## src/rtl/t10_multitap_keypad.sv

```systemverilog
// Multi-tap phone-style keypad decoder: turns key strobes into ASCII letters and
// word/game events, queued in a small first-word-fall-through FIFO.
module t10_multitap_keypad #(
   parameter int SYNC_STAGES    = 2,
   parameter int TIMEOUT_CYCLES = 25_000_000,
   parameter int DEPTH          = 4,
   parameter int LOWERCASE      = 0
) (
   input  logic                     clk,
   input  logic                     nRst,
   input  logic                     strobe,
   input  logic [7:0]               cur_key,
   input  logic                     char_ready,
   output logic                     char_valid,
   output logic [7:0]               char_data,
   output logic [7:0]               preview,
   output logic [$clog2(DEPTH):0]   fifo_count,
   output logic                     overflow,
   output logic                     word_end,
   output logic                     game_end
);
   // state      | meaning
   // IDLE       | no letter selected, preview '_'
   // PENDING    | letter selected, tapping cycles it, timer runs
   // WORD_FLUSH | one cycle: push end-of-word marker 8'h00
   // LOCKED     | game over, all keys ignored until reset
   typedef enum logic [1:0] {IDLE, PENDING, WORD_FLUSH, LOCKED} state_t;

   localparam int TW = $clog2(TIMEOUT_CYCLES);
   localparam int AW = $clog2(DEPTH);
   localparam int CW = AW + 1;
   localparam logic [TW-1:0] TMAX = TW'(TIMEOUT_CYCLES - 1);
   localparam logic [7:0] CASE_OFS = (LOWERCASE != 0) ? 8'd32 : 8'd0;

   state_t state_q, state_d;

   logic [SYNC_STAGES-1:0] sync_q;
   logic                   hist_q;
   logic                   press;

   logic       key_letter, key_sub_letter, key_clear, key_sub_word, key_game;
   logic [2:0] key_idx;
   logic       ev_letter, ev_sub_letter, ev_clear, ev_sub_word, ev_game;

   logic [2:0]    pend_key;
   logic [1:0]    tap, tap_max;
   logic [TW-1:0] timer_q;
   logic [7:0]    pend_letter;

   logic       push, load, tap_inc, clr_ovf, word_end_d, game_end_d;
   logic [7:0] push_data;

   logic [7:0]    mem [DEPTH];
   logic [AW-1:0] wptr, rptr;
   logic [CW-1:0] count;
   logic          full, pop, push_ok;

   function automatic logic [7:0] base_of(input logic [2:0] k);
      case (k)
         3'd0:    base_of = 8'h41;
         3'd1:    base_of = 8'h44;
         3'd2:    base_of = 8'h47;
         3'd3:    base_of = 8'h4A;
         3'd4:    base_of = 8'h4D;
         3'd5:    base_of = 8'h50;
         3'd6:    base_of = 8'h54;
         default: base_of = 8'h57;
      endcase
   endfunction

   always_ff @(posedge clk or negedge nRst) begin
      if (!nRst) begin
         sync_q <= '0;
         hist_q <= 1'b0;
      end else begin
         sync_q <= {sync_q[SYNC_STAGES-2:0], strobe};
         hist_q <= sync_q[SYNC_STAGES-1];
      end
   end

   assign press = sync_q[SYNC_STAGES-1] & ~hist_q;

   // Matching full codes rejects anything whose row or column is not one-hot.
   always_comb begin
      key_letter     = 1'b0;
      key_sub_letter = 1'b0;
      key_clear      = 1'b0;
      key_sub_word   = 1'b0;
      key_game       = 1'b0;
      key_idx        = 3'd0;
      case (cur_key)
         8'h84:   begin key_letter = 1'b1; key_idx = 3'd0; end
         8'h82:   begin key_letter = 1'b1; key_idx = 3'd1; end
         8'h48:   begin key_letter = 1'b1; key_idx = 3'd2; end
         8'h44:   begin key_letter = 1'b1; key_idx = 3'd3; end
         8'h42:   begin key_letter = 1'b1; key_idx = 3'd4; end
         8'h28:   begin key_letter = 1'b1; key_idx = 3'd5; end
         8'h24:   begin key_letter = 1'b1; key_idx = 3'd6; end
         8'h22:   begin key_letter = 1'b1; key_idx = 3'd7; end
         8'h18:   key_sub_letter = 1'b1;
         8'h14:   key_clear      = 1'b1;
         8'h12:   key_sub_word   = 1'b1;
         8'h21:   key_game       = 1'b1;
         default: ;
      endcase
   end

   assign ev_letter     = press & key_letter;
   assign ev_sub_letter = press & key_sub_letter;
   assign ev_clear      = press & key_clear;
   assign ev_sub_word   = press & key_sub_word;
   assign ev_game       = press & key_game;

   assign tap_max     = (pend_key == 3'd5 || pend_key == 3'd7) ? 2'd3 : 2'd2;
   assign pend_letter = base_of(pend_key) + {6'd0, tap} + CASE_OFS;

   always_ff @(posedge clk or negedge nRst) begin
      if (!nRst) state_q <= IDLE;
      else       state_q <= state_d;
   end

   always_comb begin
      state_d    = state_q;
      push       = 1'b0;
      push_data  = pend_letter;
      load       = 1'b0;
      tap_inc    = 1'b0;
      clr_ovf    = 1'b0;
      word_end_d = 1'b0;
      game_end_d = 1'b0;
      case (state_q)
         IDLE: begin
            if (ev_letter) begin
               load    = 1'b1;
               state_d = PENDING;
            end else if (ev_sub_word) begin
               state_d = WORD_FLUSH;
            end
         end
         PENDING: begin
            if (ev_letter) begin
               if (key_idx == pend_key) begin
                  tap_inc = 1'b1;
               end else begin
                  push = 1'b1;
                  load = 1'b1;
               end
            end else if (ev_sub_letter) begin
               push    = 1'b1;
               state_d = IDLE;
            end else if (ev_sub_word) begin
               push    = 1'b1;
               state_d = WORD_FLUSH;
            end else if (!ev_clear && !ev_game && timer_q == TMAX) begin
               push    = 1'b1;
               state_d = IDLE;
            end
         end
         WORD_FLUSH: begin
            push       = 1'b1;
            push_data  = 8'h00;
            word_end_d = 1'b1;
            state_d    = IDLE;
         end
         default: ;
      endcase
      if (state_q == IDLE || state_q == PENDING) begin
         if (ev_clear) begin
            clr_ovf = 1'b1;
            state_d = IDLE;
         end else if (ev_game) begin
            game_end_d = 1'b1;
            state_d    = LOCKED;
         end
      end
   end

   always_comb begin
      case (state_q)
         PENDING: preview = pend_letter;
         LOCKED:  preview = 8'h2D;
         default: preview = 8'h5F;
      endcase
   end

   always_ff @(posedge clk or negedge nRst) begin
      if (!nRst) begin
         pend_key <= 3'd0;
         tap      <= 2'd0;
         timer_q  <= '0;
         word_end <= 1'b0;
         game_end <= 1'b0;
      end else begin
         word_end <= word_end_d;
         game_end <= game_end_d;
         if (load) begin
            pend_key <= key_idx;
            tap      <= 2'd0;
         end else if (tap_inc) begin
            tap <= (tap == tap_max) ? 2'd0 : tap + 2'd1;
         end
         if (state_q != PENDING || ev_letter) timer_q <= '0;
         else if (timer_q != TMAX)            timer_q <= timer_q + 1'b1;
      end
   end

   assign char_valid = (count != '0);
   assign full       = (count == CW'(DEPTH));
   assign pop        = char_valid & char_ready;
   assign push_ok    = push & (~full | pop);
   assign char_data  = char_valid ? mem[rptr] : 8'h00;
   assign fifo_count = count;

   always_ff @(posedge clk) begin
      if (push_ok) mem[wptr] <= push_data;
   end

   always_ff @(posedge clk or negedge nRst) begin
      if (!nRst) begin
         wptr     <= '0;
         rptr     <= '0;
         count    <= '0;
         overflow <= 1'b0;
      end else begin
         if (push_ok) wptr <= wptr + 1'b1;
         if (pop)     rptr <= rptr + 1'b1;
         case ({push_ok, pop})
            2'b10:   count <= count + 1'b1;
            2'b01:   count <= count - 1'b1;
            default: ;
         endcase
         if (clr_ovf)                     overflow <= 1'b0;
         else if (push & full & ~pop)     overflow <= 1'b1;
      end
   end

endmodule
```

## config.mk

```make
export PLATFORM = sky130hd
export DESIGN_NAME = t10_multitap_keypad
export DESIGN_NICKNAME = d
export VERILOG_FILES = /design/src/rtl/t10_multitap_keypad.sv
export SDC_FILE = /design/constraint.sdc
export NUM_CORES = 1
export LEC_CHECK = 0
export CAP_MARGIN = 20
export CORE_MARGIN = 3
export CORE_UTILIZATION = 55
export DETAILED_ROUTE_END_ITERATION = 12
export PLACE_DENSITY = 0.76
export SLEW_MARGIN = 30
export SYNTH_ARGS = -nofsm -noshare
export SYNTH_HDL_FRONTEND = slang
export SYNTH_SLANG_ARGS = --single-unit
```

## constraint.sdc

```tcl
create_clock -name clk -period 8.35 [get_ports clk]
set_input_delay 1.67 -clock clk [delete_from_list [all_inputs] [get_ports clk]]
set_output_delay 1.67 -clock clk [all_outputs]
set_load 0.01 [all_outputs]
```

=== Yosys cells after proc, flatten, opt, wreduce, memory -nomap -nowiden ===
Memory sizes are Yosys's and may differ from the RTL's.
Cells that the tools add are included.

* Output and inout bits: 23
* Word-level logic and storage cells: 128
* Memories kept: 1
* Flip-flop bits (word level): 45
* Bits in writable memories: 32
* Bits of input ports: 12

{| class="wikitable"
|+ Memories
! memory !! depth !! width !! rd ports !! clocked after Yosys merged registers in !! write ports !! line !! RTL
|-
| mem || 4 || 8 || 1 || 0 || 1 || 53 || <nowiki>logic [7:0] mem [DEPTH];</nowiki>
|}

* Equality and inequality tests: 30
* Reduce and logical (&&, ||, !) cells: 15
* Mux-type cells: 49
* Add/subtract/negate cells: 7
* Bitwise operators: 14

{| class="wikitable"
|+ Operators with widths
! kind !! number
|-
| $mux 25 || 2
|-
| $pmux 5 s7 || 1
|-
| $eq 8x6->1 const B || 4
|-
| $mux 1 || 26
|-
| $add 25x1->25 const B || 1
|-
| $eq 25x25->1 const B || 1
|-
| $ne 25x25->1 const B || 1
|-
| $eq 8x5->1 const B || 3
|-
| $eq 8x7->1 const B || 3
|-
| $mux 2 || 12
|-
| $pmux 3 s7 || 1
|-
| $eq 8x8->1 const B || 2
|-
| $mux 8 || 2
|-
| $pmux 8 s2 || 1
|-
| $eq 3x3->1 const B || 5
|-
| $and 1x1->1 || 10
|-
| $add 8x2->8 || 1
|-
| $reduce_bool 2->1 || 4
|-
| $reduce_or 8->1 || 1
|-
| $add 2x1->2 const B || 3
|-
| $eq 2x2->1 const B || 3
|-
| $eq 3x2->1 const B || 2
|-
| $pmux 2 s3 || 1
|-
| $pmux 3 s2 || 1
|-
| 16 further kinds || 24
|}

=== Depth between registers and ports, before layout ===
Gate-level depths: netlist of run 1.

* Depth in word-level cells: 15
* Mapped depth: 11
* Gate-level depth less buffers: 10

=== Least setup slack after synthesis of run 1 ===
Ideal clock, no wire load.

* Path kind: in2reg
* Start: in cur_key[4]
* End: reg count[2] (netlist: fifo_count[2])
* Required time: 8.271 ns
* Buffers on the path: 0
* Library setup time: 0.079 ns
* Arrival time: 4.335 ns
* Stages: 10
* Slack: 3.935 ns
* Path through: or4b_4 -> or4_4 -> and3_4 -> nor4b_4 -> a211oi_2 -> nor2_1 -> fa_1 -> or4b_1 -> o32ai_2 -> xor2_1

* Cells in the longest elaborated chain, start to end: 14
* Elaborated cells between the ends (all ways): 40
* Classes of those cells: eq/ne: 15; mux: 13; bitwise: 6; reduce/logical: 6

{| class="wikitable"
|+ Ends and longest elaborated chain
! what !! line !! RTL
|-
| from (decl) || 12 || <nowiki>input logic [7:0] cur_key,</nowiki>
|-
| $eq 8x5->1 / $eq 8x6->1 (equally long branches) || 91 || <nowiki>case (cur_key)</nowiki>
|-
| $mux 1 || 91 ||
|-
| $and 1x1->1 (on tied branches) || 110, 112 ||
|-
| $logic_not 1->1 || 154 || <nowiki>end else if (!ev_clear && !ev_game && timer_q == TMAX) begin</nowiki>
|-
| $logic_and 1x1->1 (2 in series) || 154 ||
|-
| $mux 1 || 154 ||
|-
| $mux 1 || 151 || <nowiki>end else if (ev_sub_word) begin</nowiki>
|-
| $mux 1 || 148 || <nowiki>end else if (ev_sub_letter) begin</nowiki>
|-
| $mux 1 * || 141 || <nowiki>if (ev_letter) begin</nowiki>
|-
| $pmux 1 s2 * || 131 || <nowiki>case (state_q)</nowiki>
|-
| $and 1x1->1 * || 210 || <nowiki>assign push_ok = push & (~full | pop);</nowiki>
|-
| $eq 2x1->1 / $eq 2x2->1 (equally long branches) || 227 || <nowiki>case ({push_ok, pop})</nowiki>
|-
| $pmux 3 s2 / $reduce_bool 2->1 (equally long branches) || - ||
|-
| to (signal assigned) || 228 || <nowiki>2'b10: count <= count + 1'b1;</nowiki>
|-
| to (signal assigned) || 229 || <nowiki>2'b01: count <= count - 1'b1;</nowiki>
|-
| to (decl) || 55 || <nowiki>logic [CW-1:0] count;</nowiki>
|}

Mark *: on every way between the ends. The rest lies on a longest branch, timed or not.
A chain may end at the register's enable or synchronous reset.

=== Worst setup path after layout of run 1 ===
Same ends and word-level chain as after synthesis.

==> reports/metrics.csv, run 1 <==
metric,value,unit
finalNetCount,433,
drt_wl_total,7.71,mm
initial_core_util,58.0,%
rows,30,
yosys_warnings,0,
fin_setup_tns,0,ns
whs_path_depth,0,
place_ws,3.24,ns
relSlewSlack,46.1,%
ant_nets,0,
reg2reg_depth,10,
crit_path_start_kind,input port,
seqPwrFrac,41.1,%
maxCapViolCount,0,
p_leak,0.00181,µW
intPower,767,µW
synth_most_common_cell,nor2_1,
path_class,in2reg,
drt-met1-wl,3.57,mm
gp_congestion,0.839,
io_buffers,32,
num-fill-cells,554,
min_path_type,reg2reg,
hp-start,sync_q[0]$_DFF_PN0_,
drv_slew,0,
finalWorstSetupSlack,3.57,ns
setup_viol,0,
netlist_area,4050,µm²
synthCells,376,
clk_pin_slew_worst_paths,0.08,ns
vias,2888,
regArea,1970,µm²
status,completed,
netlist.area_leader.share,27.8,%
r2r_start,timer_q[9]$_DFFE_PN0P_,
synthTopCellsByArea,"dfrtp_1 28%, edfxtp_1 21%, xor2_1 4.5%",
synth_seq_cells,73,
core,6980,µm²
ctsHoldBuffers,0,
syn_avg_cell_area,10.8,µm²
die_w,91.8,µm
synth_common_cells,"46 x nor2_1, 45 x dfrtp_1, 28 x edfxtp_1",
antenna_found_initial,0,
rsz0062_at_grt,no,
path_max_fanout,7,
multiInputGateArea,1980,µm²
met2_length,3.72,mm
dp_hpwl,5.73,mm
gr-total-overflow,0,
cts_resized,0,
syn2layout_area_growth,15.9,%
switching_share,27.9,%
root_buffer,clkbuf_8,
switching_power,297,µW
power_density,227,nW/µm²
cp.required,8.63,ns
wl_per_cell,15.2,µm
clock_skew,0.0117,ns
endpoint_kind,flop,
crit_path_start,cur_key[4],
highest_layer,met4,
cts_buffer_depth,2,
worst_skew_pair.late_latency,0.35,ns
die_h,91.8,µm
synth_edf_count,28,
hold_end,sync_q[1]$_DFF_PN0_,
hold_viol,0,
worst_slew_pin_slew,0.807,ns
regToRegEndpoint,fifo_count[2]$_DFFE_PN0P_,
comb_power_share,25.8,%
die-area,8420,µm²
vdd_drop_max,0.124,mV
wl_met3,287,µm
cts_buffers,9,
firstDrtPassIters,4,
grt_pass1_wl,13.1,mm
route.detailed.drc,0,
grt_use_total,19.6,%
ctsHtreeMaxLevel,3,
r2r_slack,5.23,ns
grt_max_degree,46,
fin_crit_sh,57.3,%
first_global_vias,2668,
synth_ff_type,dfrtp_1,
period_minus_slack,4.78,ns
drive_gt1_share,9.95,%
p_total,1060,µW
cts_num_sinks,73,
seq_area_frac_synth,48.6,%
synth_cell_types,62,
power.share.clock,33.1,%
n_antenna_cell,0,
yosysTopAreaCell,dfrtp_1,
max_clock_freq,209,MHz
postCtsSetupBuffers,0,
drt-vias-per-instance,5.69,
io_pins,35,
cp.arrival,5.06,ns
synthArstFlopShare,61.6,%
drt_iter0_drc,108,
tritoncts,yes,
## power groups by stage
stage	combinational, µW	clock (µW)	sequential, µW
6_report	274	352	438
5_1_grt	299	374	445
4_1_cts	277	358	439
3_5_place_dp	276	0	447
3_3_place_gp	268	0	447
2_1_floorplan	181	0	425
## worst max path at each step
stage | end | slack, ns | cells after the start
final | fifo_count[2]$_DFFE_PN0P_ | 3.57 | 11
after global routing | fifo_count[2]$_DFFE_PN0P_ | 3.28 | 11
after CTS | fifo_count[2]$_DFFE_PN0P_ | 3.60 | 11
after detailed placement | fifo_count[2]$_DFFE_PN0P_ | 3.24 | 11
after global placement | fifo_count[2]$_DFFE_PN0P_ | 3.31 | 11
after floorplan | fifo_count[2]$_DFFE_PN0P_ | 3.94 | 10
## critical path, stage by stage
cell and delay (ns):
clkdlybuf4s50_1 0.51, or4b_4 0.60, or4_4 0.45, and3_4 0.19
nor4b_4 0.31, a211oi_2 0.16, nor2_1 0.16, fa_1 0.22
or4b_1 0.46, o32ai_2 0.16, xor2_1 0.16
## cell usage in the layout (no fill, tap or decap), types with 2 or more instances in the layout
| cell | instances |
|---|---|
| nand2_1 | 26 |
| a211oi_1 | 2 |
| xnor2_1 | 11 |
| nor4_1 | 5 |
| a2bb2oi_1 | 2 |
| nor3_1 | 5 |
| and3_1 | 8 |
| dfrtp_1 | 45 |
| or3_1 | 5 |
| nand3_1 | 15 |
| fa_1 | 2 |
| a22oi_1 | 2 |
| nand2b_1 | 5 |
| conb_1 | 6 |
| mux2_1 | 2 |
| nand4b_1 | 2 |
| mux4_2 | 7 |
| nor2b_1 | 5 |
| inv_1 | 13 |
| ha_1 | 12 |
| xor2_1 | 21 |
| nor2_1 | 46 |
| and2_1 | 15 |
| nor4b_1 | 9 |
| mux2_4 | 2 |
| clkbuf_8 | 9 |
| edfxtp_1 | 28 |
| and4_1 | 2 |
| a21oi_1 | 15 |
| o21ai_0 | 11 |
| nand4_1 | 6 |
| bufinv_16 | 3 |
| clkdlybuf4s50_1 | 31 |
## sequential cells by signal, indices dropped and copies added, names as in the netlist
register	flops
fifo_count	3
game_end	1
hist_q	1
mem	28
overflow	1
pend_key	3
rptr	2
state_q	2
sync_q	2
tap	2
timer_q	25
word_end	1
wptr	2
## logic make-up (layout without fill, tap and decap cells)
kind of cell    after synthesis  count (layout)  share of synthesized area [%]
compound gates               51              51                           8.93
buf+inv                      30              61                           3.00
other cells                   1               6                         0.0926
fa+ha+maj                    14              14                           4.70
simple gates                162             162                           22.0
flops                        73              73                           48.6
xor+xnor                     32              32                           6.92
mux                          13              13                           5.72
## layout make-up
type / count / area share [%]
Sequential cell: 73 / 41.9
Clock inverter: 6 / 2.37
Inverter: 13 / 1.04
Tap cell: 96 / 2.56
Multi-Input combinational cell: 278 / 42.2
Clock buffer: 10 / 3.17
Timing Repair Buffer: 32 / 6.77
## layer usage
layer / GRT usage [%] / up-vias
met4: 6.81 / 0
met2: 31.7 / 69
met3: 3.28 / 11
li1: - / 1408
met5: 0 / -
met1: 26.9 / 1400
## through the flow
step / cells / cell area, µm² / util (%) / hold WS (ns)
finish: 508 / 4690 / 67.2 / 0.370
global route: 508 / 4690 / 67.2 / 0.375
CTS: 508 / 4690 / 67.2 / 0.369
detailed placement: 492 / 4430 / 63.5 / 0.336
global placement: 492 / 4430 / 63.4 / 0.346
floorplan: 381 / 4070 / - / 0.331
No activity file was read; power rests on OpenSTA's default activity.
==> inputs of run 2 (changes only) <==
- clock period: 8.35 -> 4.9 ns (I/O delays scaled with it)
==> run 2 against run 1 <==
Against the previous run:
- hold slack got worse by 0.0030 ns
- global-route usage about the same
- die area unchanged
- flip-flop and latch count unchanged
- worst setup slack got worse by 2.9 ns
- register-to-register slack got worse by 3.6 ns
- design area decreased by 2.0%
- critical path depth unchanged
- utilization decreased by 1.3 points
- final cell count unchanged
- sequential power increased by 70%
- largest cell class unchanged
==> reports/metrics.csv, run 2 (synthesized netlist as in run 1, its figures left out) <==
metric,value,unit,change
io_buffers,32,,unchanged
worst_slew_pin_slew,0.821,ns,+0.0146 ns
finalNetCount,433,,unchanged
crit_path_cell_trace,"clkdlybuf4s50_1, nor4b_1, and4_1, o22ai_1, a211oi_1, a211oi_2, nor2_1, fa_1, or4b_1, o32ai_2, xor2_1",,
gr-total-overflow,0,,unchanged
regMostFlops,mem,,
cpMaxStageDelayCell,clkdlybuf4s50_1,,
crit_cells,11,,unchanged
switching_power,489,µW,+64%
cp.required,5.17,ns,-3.46 ns
clock_skew,0.00828,ns,-0.00344 ns
tritoncts,yes,,
power_density,353,nW/µm²,+56%
vias,2876,,-0.42%
layout_common_cells,"46 x nor2_1, 45 x dfrtp_1, 31 x clkdlybuf4s50_1",,
status,completed,,
n_antenna_cell,0,,unchanged
largest_register_ffs,28,,unchanged
intPower,1130,µW,+48%
syn2layout_area_growth,13.6,%,
final_common_cell,nor2_1,,
root_buffer,clkbuf_8,,
drt_wl_total,7.72,mm,+0.12%
largestRegisters,"mem (28), timer_q (25)",,
cts_buffer_depth,2,,unchanged
fin_setup_tns,0,ns,unchanged
cts_resized,0,,unchanged
r2r_start,timer_q[9]$_DFFE_PN0P_,,
grt_pass1_wl,13.1,mm,about the same
drv_slew,0,,unchanged
crit_path_start_kind,input port,,
worst_skew_pair.late_latency,0.35,ns,about the same
core,6980,µm²,unchanged
p_leak,0.00176,µW,-2.6%
hold_viol,0,,unchanged
cts_num_sinks,73,,unchanged
endpoint_kind,flop,,
die-area,8420,µm²,unchanged
max_clock_freq,239,MHz,
rsz0062_at_grt,no,,
postCtsSetupBuffers,0,,unchanged
ctsHtreeMaxLevel,3,,unchanged
firstDrtPassIters,5,,+1
vdd_drop_max,0.192,mV,+55%
dp_hpwl,5.76,mm,+0.50%
drt-vias-per-instance,5.66,,-0.42%
cts_buffers,9,,unchanged
power.share.clock,25.1,%,-8.0 points
setup_viol,0,,unchanged
reg2reg_depth,10,,unchanged
drive_gt1_share,9.47,%,-0.49 points
gp_congestion,0.839,,about the same
finalWorstSetupSlack,0.715,ns,-2.85 ns
crit_path_start,cur_key[3],,
die_h,91.8,µm,unchanged
clk_pin_slew_worst_paths,0.07,ns,about the same
relSlewSlack,45.1,%,-0.98 points
first_global_vias,2747,,+3.0%
min_path_type,reg2reg,,
drt_iter0_drc,134,,+24%
layout.cells.non_filler,508,,unchanged
wl_per_cell,15.2,µm,+0.12%
antenna_found_initial,0,,unchanged
rows,30,,unchanged
period_minus_slack,4.18,ns,
max_stage_delay,0.70,ns,+0.10 ns
comb_power_share,28.9,%,+3.1 points
crit_family,simple AND/OR/NAND/NOR gates,,
initial_core_util,58.0,%,unchanged
grt_use_total,19.6,%,about the same
maxCapViolCount,0,,unchanged
route.detailed.drc,0,,unchanged
grt_max_degree,46,,unchanged
ant_nets,0,,unchanged
ctsHoldBuffers,0,,unchanged
whs_path_depth,0,,unchanged
crit_buf_inv,1,,unchanged
fin_crit_sh,85.4,%,
cp.arrival,4.46,ns,-0.60 ns
seqPwrFrac,46.0,%,+4.9 points
die_w,91.8,µm,unchanged
io_pins,35,,unchanged
path_max_fanout,10,,+3
hp-start,sync_q[0]$_DFF_PN0_,,
place_ws,0.406,ns,-2.84 ns
dp_cells,492,,unchanged
switching_share,30.1,%,+2.2 points
num-fill-cells,574,,+3.6%
path_class,in2reg,,
==> run 2: final cells by class <==
class	count	area (µm²)	share of cell area, %
clock buffers	13	149	3.24
multi-input cells	278	1980	43.0
well taps	96	120	2.61
flip-flops and latches	73	1970	42.8
repair buffers	32	318	6.91
inverters	13	48.8	1.06
clock inverters	3	17.5	0.381
==> run 2: metrics by stage <==
stage                     total power, µW  cell area (µm²)  utilization (%)  hold slack, ns
after CTS                            1640             4600             65.9           0.367
after global routing                 1720             4600             65.9           0.378
after global placement               1220             4430             63.4           0.346
after detailed placement             1230             4430             63.5           0.336
final                                1620             4600             65.9           0.367
after floorplan                      1030             4070                -           0.331
==> run 2: path summary, 6_finish.rpt <==
path | endpoint | slack [ns]
setup / recovery | fifo_count[2]$_DFFE_PN0P_ | 0.72
hold / removal | sync_q[1]$_DFF_PN0_ | 0.37
setup reg to reg | fifo_count[2]$_DFFE_PN0P_ | 1.61
hold reg to reg | sync_q[1]$_DFF_PN0_ | 0.37
min in group asynchronous | hist_q$_DFF_PN0_ | 0.62
max in group asynchronous | word_end$_DFF_PN0_ | 3.88
==> run 2: per-layer routing <==
layer,track usage [%],vias up,wire [µm]
met5,0,-,0
li1,-,1402,-
met1,26.3,1394,3490
met4,8.54,0,173
met3,3.12,15,314
met2,31.6,65,3740
==> run 2: power by group through the flow <==
stage / clock network (µW) / logic (µW) / registers (µW)
floorplan: 0 / 308 / 724
finish: 408 / 468 / 746
global route: 448 / 511 / 757
global placement: 0 / 457 / 761
detailed placement: 0 / 472 / 761
CTS: 422 / 473 / 749
==> inputs of run 3 (changes only) <==
--- a/config.mk
+++ b/config.mk
@@ -8,7 +8,8 @@
 export CAP_MARGIN = 20
+export CELL_PAD_IN_SITES_DETAIL_PLACEMENT = 1
+export CELL_PAD_IN_SITES_GLOBAL_PLACEMENT = 1
 export CORE_MARGIN = 3
-export CORE_UTILIZATION = 55
+export CORE_UTILIZATION = 46
 export DETAILED_ROUTE_END_ITERATION = 12
-export PLACE_DENSITY = 0.76
-export SLEW_MARGIN = 30
+export PLACE_DENSITY_LB_ADDON = 0.1
 export SYNTH_ARGS = -nofsm -noshare
==> constraint.sdc (replaced) <==
create_clock -name clk -period 4.9 [get_ports clk]
set_input_delay 0.735 -clock clk [delete_from_list [all_inputs] [get_ports clk]]
set_output_delay 0.735 -clock clk [all_outputs]
set_load 0.01 [all_outputs]
==> run 3 against run 2 <==
Against the previous run:
- clock power grew 8.3%
- clock skew grew 0.012 ns
- non-clock buffer count grew 1
- critical endpoint unchanged
- largest cell class unchanged
==> reports/metrics.csv, run 3 (synthesized netlist as in run 1, its figures left out) <==
metric,value,unit,change
cp.arrival,4.28,ns,-0.18 ns
finalNetCount,434,,+0.23%
gp_congestion,0.842,,+0.38%
crit_end,fifo_count[2]$_DFFE_PN0P_,,
vias,2906,,+1.0%
layout.cells.non_filler,518,,+2.0%
path_class,in2reg,,
largest_register_ffs,28,,unchanged
cts_num_sinks,73,,unchanged
ctsHtreeMaxLevel,3,,unchanged
crit_path_start_kind,input port,,
cts_buffers,9,,unchanged
relSlewSlack,39.0,%,-6.1 points
reg2reg_depth,10,,unchanged
intPower,1130,µW,-0.34%
switching_power,552,µW,+13%
cts_buffer_depth,2,,unchanged
grt_pass1_wl,15.9,mm,+21%
r2r_slack,1.67,ns,+0.06 ns
seqPwrFrac,44.8,%,-1.2 points
endpoint_kind,flop,,
drv_slew,0,,unchanged
die_h,99.8,µm,+8.7%
drt_iter0_drc,73,,-46%
dp_hpwl,6.96,mm,+21%
route.detailed.drc,0,,unchanged
io_buffers,32,,unchanged
wl_per_cell,18.2,µm,+20%
regMostFlops,mem,,
first_global_vias,3049,,+11%
cp.required,5.16,ns,about the same
holdWs,0.220,ns,-0.147 ns
ctsHoldBuffers,0,,unchanged
syn2layout_area_growth,14.7,%,
antenna_found_initial,0,,unchanged
clk_pin_slew_worst_paths,0.09,ns,+0.02 ns
crit_path_start,cur_key[4],,
worst_slew_pin_slew,0.912,ns,+0.0911 ns
initial_core_util,48.3,%,-9.7 points
core,8380,µm²,+20%
tritoncts,yes,,
root_buffer,clkbuf_8,,
drt_wl_total,9.43,mm,+22%
drt-vias-per-instance,5.61,,-0.91%
dp_cells,501,,+1.8%
rows,33,,+10%
path_max_fanout,7,,-3
period_minus_slack,4.01,ns,-0.171 ns
fin_setup_tns,0,ns,unchanged
switching_share,32.8,%,+2.7 points
max_clock_freq,249,MHz,+4.3%
maxCapViolCount,0,,unchanged
fin_crit_sh,81.9,%,-3.5 points
r2r_start,pend_key[1]$_DFFE_PN0P_,,
n_antenna_cell,0,,unchanged
gr-total-overflow,0,,unchanged
firstDrtPassIters,5,,unchanged
status,completed,,
rsz0062_at_grt,no,,
grt_use_total,20.4,%,+0.76 points
hold_viol,0,,unchanged
die_w,99.8,µm,+8.7%
cts_resized,0,,unchanged
power_density,362,nW/µm²,+2.6%
layout_common_cells,"46 x nor2_1, 45 x dfrtp_1, 31 x clkdlybuf4s50_1",,
worst_skew_pair.late_latency,0.35,ns,about the same
p_total,1680,µW,+3.7%
setup_viol,0,,unchanged
io_pins,35,,unchanged
regToRegEndpoint,fifo_count[2]$_DFFE_PN0P_,,
comb_power_share,28.9,%,about the same
min_path_type,in2async,,
p_leak,0.00178,µW,+0.70%
drive_gt1_share,10.4,%,+0.95 points
power.share.clock,26.3,%,+1.2 points
final_common_cell,nor2_1,,
grt_max_degree,46,,unchanged
largestRegisters,"mem (28), timer_q (25)",,
postCtsSetupBuffers,0,,unchanged
vdd_drop_max,0.226,mV,+18%
die-area,9960,µm²,+18%
ant_nets,0,,unchanged
clock_skew,0.0198,ns,+0.0115 ns
[run 3: changes by cell type in the layout (fill, tap and decap cells not counted), sizes merged]
cell      delta
inv          +4
clkinv       -1
clkbuf       -4
clkinvlp     +1
buf          +1
[run 3: through the flow]
stage	cell area [µm²]	setup WS (ns)	utilization (%)
floorplan	4070	1.42	-
global placement	4440	0.761	53.0
detailed placement	4440	0.567	53.0
CTS	4620	0.923	55.2
global route	4640	0.655	55.4
finish	4640	0.886	55.4
[run 3: routing by layer]
layer | GRT usage [%] | part of all wire (%) | vias up
met5 | 0 | 0 | -
met4 | 4.62 | 1.0 | 0
met3 | 4.52 | 3.7 | 8
met2 | 32.1 | 47 | 52
met1 | 28.9 | 49 | 1449
li1 | - | - | 1397
[run 3: worst min path at each step]
stage,from,to,cells after the start
detailed placement,sync_q[0]$_DFF_PN0_,sync_q[1]$_DFF_PN0_,0
global placement,sync_q[0]$_DFF_PN0_,sync_q[1]$_DFF_PN0_,0
floorplan,sync_q[0]$_DFF_PN0_,sync_q[1]$_DFF_PN0_,0
CTS,sync_q[0]$_DFF_PN0_,sync_q[1]$_DFF_PN0_,0
global route,nRst,pend_key[2]$_DFFE_PN0P_,1
finish,nRst,pend_key[2]$_DFFE_PN0P_,1
[run 3: power by group through the flow]
stage / Combinational [µW] / Clock, µW / Sequential, µW
2_1_floorplan: 308 / 0 / 724
3_3_place_gp: 469 / 0 / 762
3_5_place_dp: 489 / 0 / 767
4_1_cts: 491 / 456 / 757
5_1_grt: 530 / 488 / 765
6_report: 485 / 442 / 753
[run 3: final cells by class]
| type | count | area (µm²) |
|---|---|---|
| clock buffer | 9 | 124 |
| clock inverter | 7 | 58.8 |
| timing repair buffer | 33 | 335 |
| multi-input combinational | 278 | 1980 |
| sequential | 73 | 1970 |
| fill | 916 | 3740 |
| tap | 105 | 131 |
| inverter | 13 | 48.8 |
[run 3: worst max-delay path, stage by stage]
cell and delay (ns):
clkdlybuf4s50_1 0.51, or4b_4 0.62, or4_4 0.45, and3_4 0.20, nor4b_4 0.32, a211oi_2 0.17
nor2_1 0.17, fa_1 0.24, or4b_1 0.49, o32ai_2 0.18, xor2_1 0.19
